<file path="config.mk">
export PLATFORM = sky130hd
export DESIGN_NAME = fighter_health_flat
export DESIGN_NICKNAME = d
export VERILOG_FILES = /design/src/rtl/fighter_health_if.sv /design/src/rtl/fighter_health.sv /design/src/flat_wrapper.sv
export SDC_FILE = /design/constraint.sdc
export NUM_CORES = 1
export LEC_CHECK = 0
export CAP_MARGIN = 20
export CORE_MARGIN = 5
export CORE_UTILIZATION = 25
export DETAILED_ROUTE_END_ITERATION = 16
export GPL_ROUTABILITY_DRIVEN = 1
export PLACE_DENSITY = 0.51
export RECOVER_POWER = 100
export SYNTH_ARGS = -nofsm -noshare
export SYNTH_HDL_FRONTEND = slang
export SYNTH_SLANG_ARGS = --single-unit
</file>
<file path="constraint.sdc">
create_clock -name i_clk -period 3.7 [get_ports i_clk]
set_input_delay 0.925 -clock i_clk [delete_from_list [all_inputs] [get_ports i_clk]]
set_output_delay 0.925 -clock i_clk [all_outputs]
set_load 0.1 [all_outputs]
</file>
<file path="src/rtl/fighter_health_if.sv">
// fighter_health_if: control and status bundle between player logic and the health tracker
// master drives frame_tick/round_start/hit/damage, slave (the tracker) drives health and round status
interface fighter_health_if #(
  parameter int NUM_PLAYERS = 2,
  parameter int HEALTH_W    = 8,
  parameter int DMG_W       = 5
) ();
  localparam int WIN_W = (NUM_PLAYERS > 1) ? $clog2(NUM_PLAYERS) : 1;
  logic                         i_frame_tick;
  logic                         i_round_start;
  logic [NUM_PLAYERS-1:0]       i_hit;
  logic [NUM_PLAYERS*DMG_W-1:0] i_damage;
  logic [NUM_PLAYERS*HEALTH_W-1:0] o_health;
  logic [NUM_PLAYERS-1:0]       o_ko;
  logic [NUM_PLAYERS-1:0]       o_invuln;
  logic                         o_fighting;
  logic                         o_game_over;
  logic [WIN_W-1:0]             o_winner;
  logic                         o_draw;
  modport master (
    output i_frame_tick, i_round_start, i_hit, i_damage,
    input  o_health, o_ko, o_invuln, o_fighting, o_game_over, o_winner, o_draw
  );
  modport slave (
    input  i_frame_tick, i_round_start, i_hit, i_damage,
    output o_health, o_ko, o_invuln, o_fighting, o_game_over, o_winner, o_draw
  );
endinterface

</file>
<file path="src/rtl/fighter_health.sv">
// fighter_health: per-fighter health, invulnerability, regen and round/KO tracking
// i_clk, i_rst_n (async active-low); bus.slave carries frame_tick, round_start, hit, damage in
// and health, ko, invuln, fighting, game_over, winner, draw out
module fighter_health #(
  parameter int NUM_PLAYERS  = 2,
  parameter int HEALTH_W     = 8,
  parameter int MAX_HEALTH   = 200,
  parameter int DMG_W        = 5,
  parameter int IFRAMES      = 30,
  parameter int REGEN_PERIOD = 0
) (
  input  logic            i_clk,
  input  logic            i_rst_n,
  fighter_health_if.slave bus
);
  localparam int WIN_W = (NUM_PLAYERS > 1) ? $clog2(NUM_PLAYERS) : 1;
  localparam int AW    = $clog2(NUM_PLAYERS + 1);
  localparam int IF_W  = (IFRAMES > 0) ? $clog2(IFRAMES + 1) : 1;
  localparam int RG_W  = (REGEN_PERIOD > 1) ? $clog2(REGEN_PERIOD) : 1;
  localparam int SW    = (HEALTH_W > DMG_W) ? HEALTH_W : DMG_W;
  localparam logic [HEALTH_W-1:0] MAX_H   = HEALTH_W'(MAX_HEALTH);
  localparam logic [IF_W-1:0]     IF_LOAD = IF_W'(IFRAMES);
  localparam logic [RG_W-1:0]     RG_LAST = RG_W'((REGEN_PERIOD > 0) ? REGEN_PERIOD - 1 : 0);

  typedef enum logic [1:0] {IDLE, FIGHT, OVER} state_t;

  state_t                 r_state, w_state;
  logic [HEALTH_W-1:0]    r_health [NUM_PLAYERS];
  logic [HEALTH_W-1:0]    w_health [NUM_PLAYERS];
  logic [IF_W-1:0]        r_ifr [NUM_PLAYERS];
  logic [IF_W-1:0]        w_ifr [NUM_PLAYERS];
  logic [NUM_PLAYERS-1:0] r_ko, w_ko;
  logic [RG_W-1:0]        r_rc, w_rc;
  logic [WIN_W-1:0]       r_winner, w_winner, w_last;
  logic                   r_draw, w_draw, w_wrap, w_acc;
  logic [AW-1:0]          w_alive;
  logic [SW-1:0]          w_dmg;

  always_ff @(posedge i_clk or negedge i_rst_n)
    if (!i_rst_n) r_state <= IDLE;
    else          r_state <= w_state;

  always_comb begin
    w_state  = r_state;
    w_health = r_health;
    w_ifr    = r_ifr;
    w_ko     = r_ko;
    w_rc     = r_rc;
    w_winner = r_winner;
    w_draw   = r_draw;
    w_last   = '0;
    w_alive  = '0;
    w_acc    = 1'b0;
    w_dmg    = '0;
    w_wrap   = (REGEN_PERIOD > 0) && bus.i_frame_tick && (r_rc == RG_LAST);
    if (bus.i_round_start) begin
      w_state = FIGHT;
      for (int i = 0; i < NUM_PLAYERS; i++) begin
        w_health[i] = MAX_H;
        w_ifr[i]    = '0;
      end
      w_ko     = '0;
      w_rc     = '0;
      w_winner = '0;
      w_draw   = 1'b0;
    end else if (r_state == FIGHT) begin
      for (int i = 0; i < NUM_PLAYERS; i++) begin
        w_acc = bus.i_hit[i] && !r_ko[i] && (r_ifr[i] == '0);
        w_dmg = SW'(bus.i_damage[i*DMG_W +: DMG_W]);
        if (w_acc) begin
          w_health[i] = (w_dmg >= SW'(r_health[i])) ? '0 : r_health[i] - HEALTH_W'(w_dmg);
          w_ifr[i]    = IF_LOAD;
        end else begin
          // regen looks at the pre-edge iframe count, so a player whose iframes expire on this tick waits one period
          if (w_wrap && !r_ko[i] && (r_ifr[i] == '0) && (r_health[i] < MAX_H))
            w_health[i] = r_health[i] + HEALTH_W'(1);
          if (bus.i_frame_tick && (r_ifr[i] != '0))
            w_ifr[i] = r_ifr[i] - IF_W'(1);
        end
        if (w_health[i] == '0) w_ko[i] = 1'b1;
        if (!w_ko[i]) begin
          w_alive = w_alive + AW'(1);
          w_last  = WIN_W'(i);
        end
      end
      if ((REGEN_PERIOD > 0) && bus.i_frame_tick) w_rc = w_wrap ? '0 : r_rc + RG_W'(1);
      if (w_alive <= AW'(1)) begin
        w_state  = OVER;
        w_winner = (w_alive == AW'(1)) ? w_last : '0;
        w_draw   = (w_alive == '0);
      end
    end
  end

  always_ff @(posedge i_clk or negedge i_rst_n) begin
    if (!i_rst_n) begin
      for (int i = 0; i < NUM_PLAYERS; i++) begin
        r_health[i] <= MAX_H;
        r_ifr[i]    <= '0;
      end
      r_ko     <= '0;
      r_rc     <= '0;
      r_winner <= '0;
      r_draw   <= 1'b0;
    end else begin
      r_health <= w_health;
      r_ifr    <= w_ifr;
      r_ko     <= w_ko;
      r_rc     <= w_rc;
      r_winner <= w_winner;
      r_draw   <= w_draw;
    end
  end

  for (genvar g = 0; g < NUM_PLAYERS; g++) begin : g_out
    assign bus.o_health[g*HEALTH_W +: HEALTH_W] = r_health[g];
    assign bus.o_invuln[g] = (r_ifr[g] != '0);
  end
  assign bus.o_ko        = r_ko;
  assign bus.o_fighting  = (r_state == FIGHT);
  assign bus.o_game_over = (r_state == OVER);
  assign bus.o_winner    = r_winner;
  assign bus.o_draw      = r_draw;
endmodule

</file>
<file path="src/flat_wrapper.sv">
// flat-port wrapper written by rule: the top's interface ports become plain ports
module fighter_health_flat 
#(
  parameter int NUM_PLAYERS  = 2,
  parameter int HEALTH_W     = 8,
  parameter int MAX_HEALTH   = 200,
  parameter int DMG_W        = 5,
  parameter int IFRAMES      = 30,
  parameter int REGEN_PERIOD = 0
)
  (i_clk, i_rst_n, bus_i_frame_tick, bus_i_round_start, bus_i_hit, bus_i_damage, bus_o_health, bus_o_ko, bus_o_invuln, bus_o_fighting, bus_o_game_over, bus_o_winner, bus_o_draw);
  fighter_health_if #(.NUM_PLAYERS(NUM_PLAYERS), .HEALTH_W(HEALTH_W), .DMG_W(DMG_W)) bus_i ();
  input  logic i_clk;
  input  logic i_rst_n;
  input wire logic [$bits(bus_i.i_frame_tick)-1:0] bus_i_frame_tick;
  input wire logic [$bits(bus_i.i_round_start)-1:0] bus_i_round_start;
  input wire logic [$bits(bus_i.i_hit)-1:0] bus_i_hit;
  input wire logic [$bits(bus_i.i_damage)-1:0] bus_i_damage;
  output wire logic [$bits(bus_i.o_health)-1:0] bus_o_health;
  output wire logic [$bits(bus_i.o_ko)-1:0] bus_o_ko;
  output wire logic [$bits(bus_i.o_invuln)-1:0] bus_o_invuln;
  output wire logic [$bits(bus_i.o_fighting)-1:0] bus_o_fighting;
  output wire logic [$bits(bus_i.o_game_over)-1:0] bus_o_game_over;
  output wire logic [$bits(bus_i.o_winner)-1:0] bus_o_winner;
  output wire logic [$bits(bus_i.o_draw)-1:0] bus_o_draw;
  assign bus_i.i_frame_tick = bus_i_frame_tick;
  assign bus_i.i_round_start = bus_i_round_start;
  assign bus_i.i_hit = bus_i_hit;
  assign bus_i.i_damage = bus_i_damage;
  assign bus_o_health = bus_i.o_health;
  assign bus_o_ko = bus_i.o_ko;
  assign bus_o_invuln = bus_i.o_invuln;
  assign bus_o_fighting = bus_i.o_fighting;
  assign bus_o_game_over = bus_i.o_game_over;
  assign bus_o_winner = bus_i.o_winner;
  assign bus_o_draw = bus_i.o_draw;
  fighter_health #(.NUM_PLAYERS(NUM_PLAYERS), .HEALTH_W(HEALTH_W), .MAX_HEALTH(MAX_HEALTH), .DMG_W(DMG_W), .IFRAMES(IFRAMES), .REGEN_PERIOD(REGEN_PERIOD)) u_core (.i_clk(i_clk), .i_rst_n(i_rst_n), .bus(bus_i));
endmodule
</file>
==> results of run 1 <==
==> routing by layer <==
layer	share of wire (%)	global-route usage [%]	up-vias
met3	4.6	3.31	6
met5	0	0	-
met1	48	14.7	1009
met2	46	17.3	52
met4	1.7	3.61	0
li1	-	-	1058
==> report_power, final <==
group          total (mW)  switching (mW)  internal, mW
registers           0.590           0.128         0.462
clock network       0.283           0.131         0.152
logic                1.58            1.10         0.478
==> path summary, 6_finish.rpt <==
check,from,to
max,bus_i_damage[5],u_core.bus.o_draw$_DFFE_PN0P_
min,u_core.r_ifr[9]$_DFFE_PN0P_,u_core.r_ifr[9]$_DFFE_PN0P_
max reg2reg,u_core.r_ifr[0]$_DFFE_PN0P_,u_core.bus.o_draw$_DFFE_PN0P_
min reg2reg,u_core.r_ifr[9]$_DFFE_PN0P_,u_core.r_ifr[9]$_DFFE_PN0P_
max in group asynchronous,i_rst_n,u_core.bus.o_health[10]$_DFFE_PN0P_
min in group asynchronous,i_rst_n,u_core.r_ifr[5]$_DFFE_PN0P_
==> kinds of logic after synthesis <==
group | after synthesis
XOR/XNOR | 8
AO/OA/AOI/OAI | 69
flip-flops | 32
buffers and inverters | 32
multiplexers | 2
adder cells (fa/ha/maj) | 14
AND/OR/NAND/NOR | 104
==> what timing repair did <==
action / in CTS / in global routing
gates resized for setup: 1 / 3
endpoints found under the setup margin: 2 / 4
pin swaps: 0 / 3
setup buffers: 0 / 1
==> stage by stage <==
step	worst slack (ns)	cell area, sq um	instances	total power, mW
final	0.134	2860	428	2.46
after detailed placement	-0.347	2850	419	2.24
after CTS	0.0420	2950	427	2.54
after floorplan	0.269	2290	261	1.84
after global placement	-0.297	2850	419	2.23
after global routing	0.000636	2860	428	2.63
==> Yosys cell counts, types with 3 or more instances <==
library cell / instances
a22oi_1: 3
dfrtp_1: 26
or2_2: 5
a311oi_1: 3
a31oi_1: 4
nor2_1: 28
a211oi_1: 6
nor3b_1: 3
a21oi_1: 21
nand2_1: 20
dfstp_2: 6
o21ai_0: 5
nor3_1: 12
ha_1: 12
clkbuf_1: 8
or4_1: 3
o31ai_1: 5
a211o_1: 3
nor4_1: 4
inv_1: 22
nand3_1: 3
a21o_1: 4
nand3b_1: 3
xor2_1: 6
nand2b_1: 3
nor2b_1: 3
==> registers in the layout, indices dropped and copies added (netlist names) <==
signal / count
u_core.r_ifr: 10
u_core.bus.o_draw: 1
u_core.bus.o_winner: 1
u_core.r_state: 2
u_core.bus.o_health: 16
u_core.bus.o_ko: 2
==> layout make-up <==
type | instances | area (sq um)
Sequential cell | 32 | 808
Fill cell | 987 | 6200
Multi-Input combinational cell | 197 | 1370
Inverter | 22 | 82.6
Tap cell | 111 | 139
Timing Repair Buffer | 58 | 375
Clock buffer | 8 | 90.1
==> critical path, delay by kind of cell <==
family / cells / cell delay, ns
multiplexers: 1 / 0.35
AND/OR/NAND/NOR: 1 / 0.10
buffers and inverters: 3 / 0.70
AO/OA/AOI/OAI: 5 / 1.13
adder cells (fa/ha/maj): 2 / 0.51
==> reports/metrics.cfg, run 1 <==
[run_status]
status=finished, violations left
failed_checks=capacitance limit, slew limit

[synthesis]
netlist_area_sq_um=2290
synth_xor_area_share_pct=3.06
yosys_warnings=0
synth-simple-area-share_pct=24.6
yosys-top-cells-area=dfrtp_1, dfstp_2, ha_1, a21oi_1, nor2_1
synth-seq-cells=32
synth_compound_area_share_pct=22.3
syn-num-nets=291
ys_seq_area_share_pct=35.3
synth_top_area_cell=dfrtp_1
synth_top_area_share_pct=28.4
synthAdderAreaFrac_pct=8.32
avgSynthCellArea_sq_um=8.76
synth_edf_count=0
yosysUniqueCellTypes=59
ys.flop_type=dfrtp_1
synth_cells=261
async_reset_ff_share_pct=100
synth_top_family_by_area=simple AND/OR/NAND/NOR gates
synthMuxAreaShare_pct=1.09

[floorplan]
start_util_pct=25.2
design.portCount=40
core_area_sq_um=9060
die_w_microns=106
die_area_sq_um=11200
fp.dieH_microns=106
num_rows=35

[setup_path]
critPathKind=input port to flip-flop
cp.arrival_ns=3.73
cpPeakStageDelay_ns=0.45
ff2ff_path_depth=10
worstSetupStartpointType=input port
crit_path_end_kind=flip-flop
crit_required_ns=3.87
cp_max_fo=3
rrSetupSlack_ns=0.44
crit_chain=clkdlybuf4s50_1 > ha_1 > inv_1 > fa_2 > a211oi_2 > nor2_2 > a2111oi_4 > mux2_4 > o41ai_4 > buf_4 > a211o_1 > a31oi_1
cpMaxStageDelayCell=clkdlybuf4s50_1

[power]
irDropWorstVdd_mv=0.629
p_leak_nw=1.26
p_per_area_nw_per_um2=858

[worst_hold_path]
hp-class=flip-flop to flip-flop
min_path_cells=2

[sta]
hold_viol=0
worstMarginPinSlew_ns=1.74
setup_viol=0
fmax_mhz=280
holdWs_ns=0.521
finClkSkew_ns=0.00222
drv_slew=33
rsz0062_at_grt=false
post-route-period-util_pct=96.4
slew_headroom_pct=-15.7
setup_tns_ns=0
fin_crit_ns=3.57

[routing]
dr.pass1.iters=4
drt-total-wl_mm=6.18
post-route-drc-count=0
vias=2125
final_antenna_net_count=0
vias_per_cell=4.96
drt_iter0_drc=58
routedWlPerCell_microns=14.4

[placement]
dp_hpwl_mm=4.60
place_congestion=0.773
io_buffers=39

[cts]
h-tree-depth=2
cts_buffers=5
cts_tree=built
clock_sinks=32
clkTransAtPathRegs_ns=0.07
cts_root_buffer=clkbuf_8
clockBufferDepth=2
ctsHoldBuffers=0
clk_latency_ns=0.28

[layout]
area_growth_pct=25.2
layout-drive-gt1-share_pct=14.2
layout_common_cells=clkbuf_1, nor2_1, dfrtp_1
nets=346
layout_commonest_cell=clkbuf_1
post-route-util_pct=31.6
n_antenna_cell=0

[global_routing]
grt_pass1_vias=2092
antenna_found_initial=0
grt_pass1_wl_mm=9.99
grt_use_total_pct=11.1
grt_max_degree=33
overflow=0

[flow_run]
max-cap-violations=1

Note: power is estimated with default switching activity, not from simulation.
==> run 2: changes to the inputs <==
--- a/config.mk
+++ b/config.mk
@@ -7,10 +7,11 @@
 export LEC_CHECK = 0
 export CAP_MARGIN = 20
 export CORE_MARGIN = 5
-export CORE_UTILIZATION = 25
+export CORE_UTILIZATION = 63
 export DETAILED_ROUTE_END_ITERATION = 16
+export DONT_BUFFER_PORTS = 1
 export GPL_ROUTABILITY_DRIVEN = 1
-export PLACE_DENSITY = 0.51
+export PLACE_DENSITY = 0.86
 export RECOVER_POWER = 100
 export SYNTH_ARGS = -nofsm -noshare
 export SYNTH_HDL_FRONTEND = slang
==> reports/metrics.cfg, run 2 (synthesized netlist as in run 1, its figures left out) <==
[layout]
area_growth_pct=6.84
layout_commonest_cell=nor2_1
layout_common_cells=nor2_1, dfrtp_1, inv_1
nets=306
post-route-util_pct=71.5
largest_reg_flops=16
fin_area_sq_um=2440
layout-drive-gt1-share_pct=10.5
n_antenna_cell=0

[setup_path]
crit_path_start=bus_i_damage[0]
critPathKind=input port to flip-flop
r2r_start=u_core.bus.o_health[12]$_DFFE_PN0P_
worstSetupStartpointType=input port
cp_max_fo=6
crit_required_ns=3.94
crit_path_end_kind=flip-flop
cp.arrival_ns=3.62

[floorplan]
num_rows=21
start_util_pct=67.0
core_area_sq_um=3420
die_area_sq_um=4940
die_w_microns=70.3
fp.dieH_microns=70.3
design.portCount=40

[routing]
vias_per_cell=6.20
dr.pass1.iters=5
drt-total-wl_mm=5.37
drt_iter0_drc=153
final_antenna_net_count=0
vias=2004
routedWlPerCell_microns=16.6
post-route-drc-count=0

[sta]
drv_slew=1
worstMarginPinSlew_ns=1.74
rsz0062_at_grt=false
finClkSkew_ns=0.0163
setup_viol=0
fin_crit_ns=3.38
post-route-period-util_pct=91.4
slew_headroom_pct=-16.1
fmax_mhz=296
layout_setup_ws_ns=0.319
setup_tns_ns=0
hold_viol=0
holdWs_ns=0.251

[power]
p_int_mw=0.948
p_comb_share_pct=60.1
clkPwrFrac_pct=9.2
p_leak_nw=1.11
seqPwrFrac_pct=30.7
swShare_pct=58.3
p_per_area_nw_per_um2=930
p_sw_mw=1.33
irDropWorstVdd_mv=0.547

[worst_hold_path]
hp-class=input port to asynchronous set/reset pin

[flow_run]
max-cap-violations=1

[cts]
cts_tree=built
post_cts_buffers=0
clock_sinks=32
h-tree-depth=2
clockBufferDepth=2
ctsHoldBuffers=0
clk_latency_ns=0.35
cts_buffers=5
cts_root_buffer=clkbuf_4
ctsResizeCount=0
clkTransAtPathRegs_ns=0.12

[run_status]
status=finished, violations left
failed_checks=capacitance limit, slew limit

[placement]
post_dp_cell_area_sq_um=2440
io_buffers=0
place_ws_ns=0.107
dp_hpwl_mm=3.99
place_congestion=0.896

[global_routing]
grt_pass1_wl_mm=9.43
grt_pass1_vias=2074
antenna_found_initial=0
grt_max_degree=35
overflow=0
grt_use_total_pct=23.3

## run 2: worst max-delay path, stage by stage
cell      delay, ns
ha_1           0.18
inv_1          0.07
fa_1           0.40
a211o_1        0.31
a311o_1        0.39
a21oi_1        0.20
clkbuf_1       0.27
and2_0         0.30
or3_1          0.21
a31oi_1        0.11
a211oi_1       0.26
## run 2: area by class of cell
type	count	area, sq um
clock buffers	5	37.5
clock inverters	3	18.8
fillers	293	972
inverters	22	82.6
multi-input cells	197	1350
flip-flops and latches	32	808
well taps	46	57.6
repair buffers	18	91.3
## run 2: path summary, 6_finish.rpt
| check | depth (start not counted) | slack, ns | endpoint |
|---|---|---|---|
| worst max register to register | 7 | 0.33 | u_core.r_state[0]$_DFFE_PN0P_ |
| worst min register to register | 1 | 0.53 | u_core.r_ifr[8]$_DFFE_PN0P_ |
| max in group asynchronous | 0 | 3.26 | u_core.bus.o_health[15]$_DFFE_PN1P_ |
| worst min-delay path | 0 | 0.25 | u_core.bus.o_health[12]$_DFFE_PN0P_ |
| worst max-delay path | 11 | 0.32 | u_core.bus.o_winner$_DFFE_PN0P_ |
| min in group i_clk | 1 | 0.53 | u_core.r_ifr[8]$_DFFE_PN0P_ |
## run 2: per-layer routing
layer	wire length [microns]	GRT usage [%]	vias up	share of wire, %
met5	0	0	-	0
met4	78	7.45	0	1.5
met3	381	6.03	10	7.1
met2	2660	39.3	68	49
met1	2260	29.0	948	42
li1	-	-	978	-
## run 2: through the flow
stage	total power, mW	instances
after floorplan	1.84	261
after global placement	2.06	315
after detailed placement	2.10	315
after CTS	2.31	323
after global routing	2.42	323
final	2.27	323
## run 2: power by group through the flow
| stage | Combinational, mW | Clock, mW | Sequential [mW] |
|---|---|---|---|
| 6_report | 1.37 | 0.208 | 0.699 |
| 5_1_grt | 1.48 | 0.230 | 0.715 |
| 2_1_floorplan | 0.918 | 0 | 0.925 |
| 3_3_place_gp | 1.36 | 0 | 0.701 |
| 4_1_cts | 1.41 | 0.209 | 0.700 |
| 3_5_place_dp | 1.40 | 0 | 0.705 |
==> run 3: changes to the inputs <==
--- a/config.mk
+++ b/config.mk
@@ -6,6 +6,7 @@
 export NUM_CORES = 1
 export LEC_CHECK = 0
 export CAP_MARGIN = 20
+export CORE_ASPECT_RATIO = 1.2
 export CORE_MARGIN = 5
 export CORE_UTILIZATION = 63
 export DETAILED_ROUTE_END_ITERATION = 16
==> reports/metrics.cfg, run 3 (synthesized netlist as in run 1, its figures left out) <==
[setup_path]
cpMaxStageDelayCell=dfstp_1
cp_max_fo=6
cpPeakStageDelay_ns=1.18
crit_cells=8
critPathKind=flip-flop to flip-flop
crit_family=flip-flops
r2r_start=u_core.bus.o_health[11]$_DFFE_PN1P_
crit_top_cell=nor2_1
crit_path_end_kind=flip-flop
crit_chain=ha_1 > nor2_1 > nor2_1 > a2111oi_4 > mux2_4 > o41ai_4 > a21oi_1 > o22a_1
crit_required_ns=3.87
rrSetupSlack_ns=0.27
cp.arrival_ns=3.60
path_buf_inv=0
endpoint=u_core.r_state[0]$_DFFE_PN0P_
ff2ff_path_depth=8
worstSetupStartpointType=flip-flop
crit_path_start=u_core.bus.o_health[11]$_DFFE_PN1P_
r2r_end=u_core.r_state[0]$_DFFE_PN0P_

[cts]
cts_root_buffer=clkbuf_8
ctsHoldBuffers=0
clkTransAtPathRegs_ns=0.06
ctsResizeCount=0
clock_sinks=32
h-tree-depth=2
cts_tree=built
cts_buffers=5
clk_latency_ns=0.28
clockBufferDepth=2
post_cts_buffers=0

[worst_hold_path]
hp-class=input port to asynchronous set/reset pin

[sta]
finClkSkew_ns=0.00299
setup_tns_ns=0
holdWs_ns=0.337
slew_headroom_pct=-17.6
hold_viol=0
rsz0062_at_grt=false
drv_slew=1
post-route-period-util_pct=92.6
fin_crit_ns=3.43
setup_viol=0
fmax_mhz=292
worstMarginPinSlew_ns=1.76

[layout]
layout-drive-gt1-share_pct=8.30
largest_reg_flops=16
final_cells=316
nets=306
layout_commonest_cell=nor2_1
area_growth_pct=7.66
fillCellCount=299
layout_common_cells=nor2_1, dfrtp_1, inv_1
n_antenna_cell=0

[run_status]
failed_checks=capacitance limit, slew limit
status=finished, violations left

[placement]
place_congestion=0.886
dp_hpwl_mm=3.98
io_buffers=0
placed_cells=308

[routing]
drt_iter0_drc=240
drt-total-wl_mm=5.26
post-route-drc-count=0
dr.pass1.iters=4
vias_per_cell=6.37
vias=2013
routedWlPerCell_microns=16.6
final_antenna_net_count=0

[global_routing]
grt_pass1_wl_mm=8.90
grt_max_degree=35
grt_pass1_vias=1942
overflow=0
grt_use_total_pct=22.3
antenna_found_initial=0

[floorplan]
start_util_pct=64.0
fp.dieH_microns=76.0
design.portCount=40
core_area_sq_um=3570
num_rows=24
die_area_sq_um=4940
die_w_microns=65.0

[power]
p_per_area_nw_per_um2=945
power_mw=2.33
irDropWorstVdd_mv=0.502
p_leak_nw=1.11

[flow_run]
max-cap-violations=1

[run 3: cell types whose count changed in the layout (fill, tap and decap cells not counted), moves of 3 or more]
cell      delta
buf_4        -3
clkbuf_1     +5
clkbuf_8     +6
clkbuf_4     -5
[run 3: cell type report]
cell class	instances	area, sq um	share of cell area (%)
Multi-Input combinational cell	197	1350	54.9
Sequential cell	32	808	32.8
Clock buffer	8	90.1	3.66
Inverter	22	82.6	3.35
Timing Repair Buffer	18	80.1	3.25
Tap cell	39	48.8	1.98
[run 3: worst reg2reg max path, stage by stage, from the launching register on]
cell,delay (ns)
dfstp_1,1.18
ha_1,0.45
nor2_1,0.12
nor2_1,0.09
a2111oi_4,0.40
mux2_4,0.35
o41ai_4,0.42
a21oi_1,0.11
o22a_1,0.20
[run 3: worst min-delay path by stage]
stage,slack (ns),cells after the start,startpoint,end
2_1_floorplan,0.47,1,u_core.r_ifr[3]$_DFFE_PN0P_,u_core.r_ifr[3]$_DFFE_PN0P_
3_3_place_gp,0.50,1,u_core.r_ifr[8]$_DFFE_PN0P_,u_core.r_ifr[8]$_DFFE_PN0P_
3_5_place_dp,0.50,1,u_core.r_ifr[3]$_DFFE_PN0P_,u_core.r_ifr[3]$_DFFE_PN0P_
4_1_cts,0.34,0,i_rst_n,u_core.r_ifr[6]$_DFFE_PN0P_
5_1_grt,0.32,0,i_rst_n,u_core.bus.o_health[8]$_DFFE_PN0P_
6_report,0.34,0,i_rst_n,u_core.bus.o_health[12]$_DFFE_PN0P_
[run 3: per-stage QoR]
stage	area, sq um	util [%]	worst slack (ns)
after floorplan	2290	-	0.269
after global placement	2430	68.1	0.183
after detailed placement	2430	68.1	0.138
after CTS	2520	70.7	0.419
after global routing	2460	68.9	0.102
final	2460	68.9	0.273
[run 3: routing by layer]
metal	up-vias	GRT usage, %	wire [microns]
met5	-	0	0
met2	75	37.2	2580
li1	975	-	-
met3	13	5.01	388
met4	0	6.98	108
met1	950	28.3	2180
[run 3: power breakdown]
| part | switching [mW] | total [mW] | internal, mW |
|---|---|---|---|
| Combinational | 0.979 | 1.38 | 0.406 |
| Sequential | 0.209 | 0.669 | 0.460 |
| Clock | 0.121 | 0.272 | 0.152 |
| Total | 1.31 | 2.33 | 1.02 |
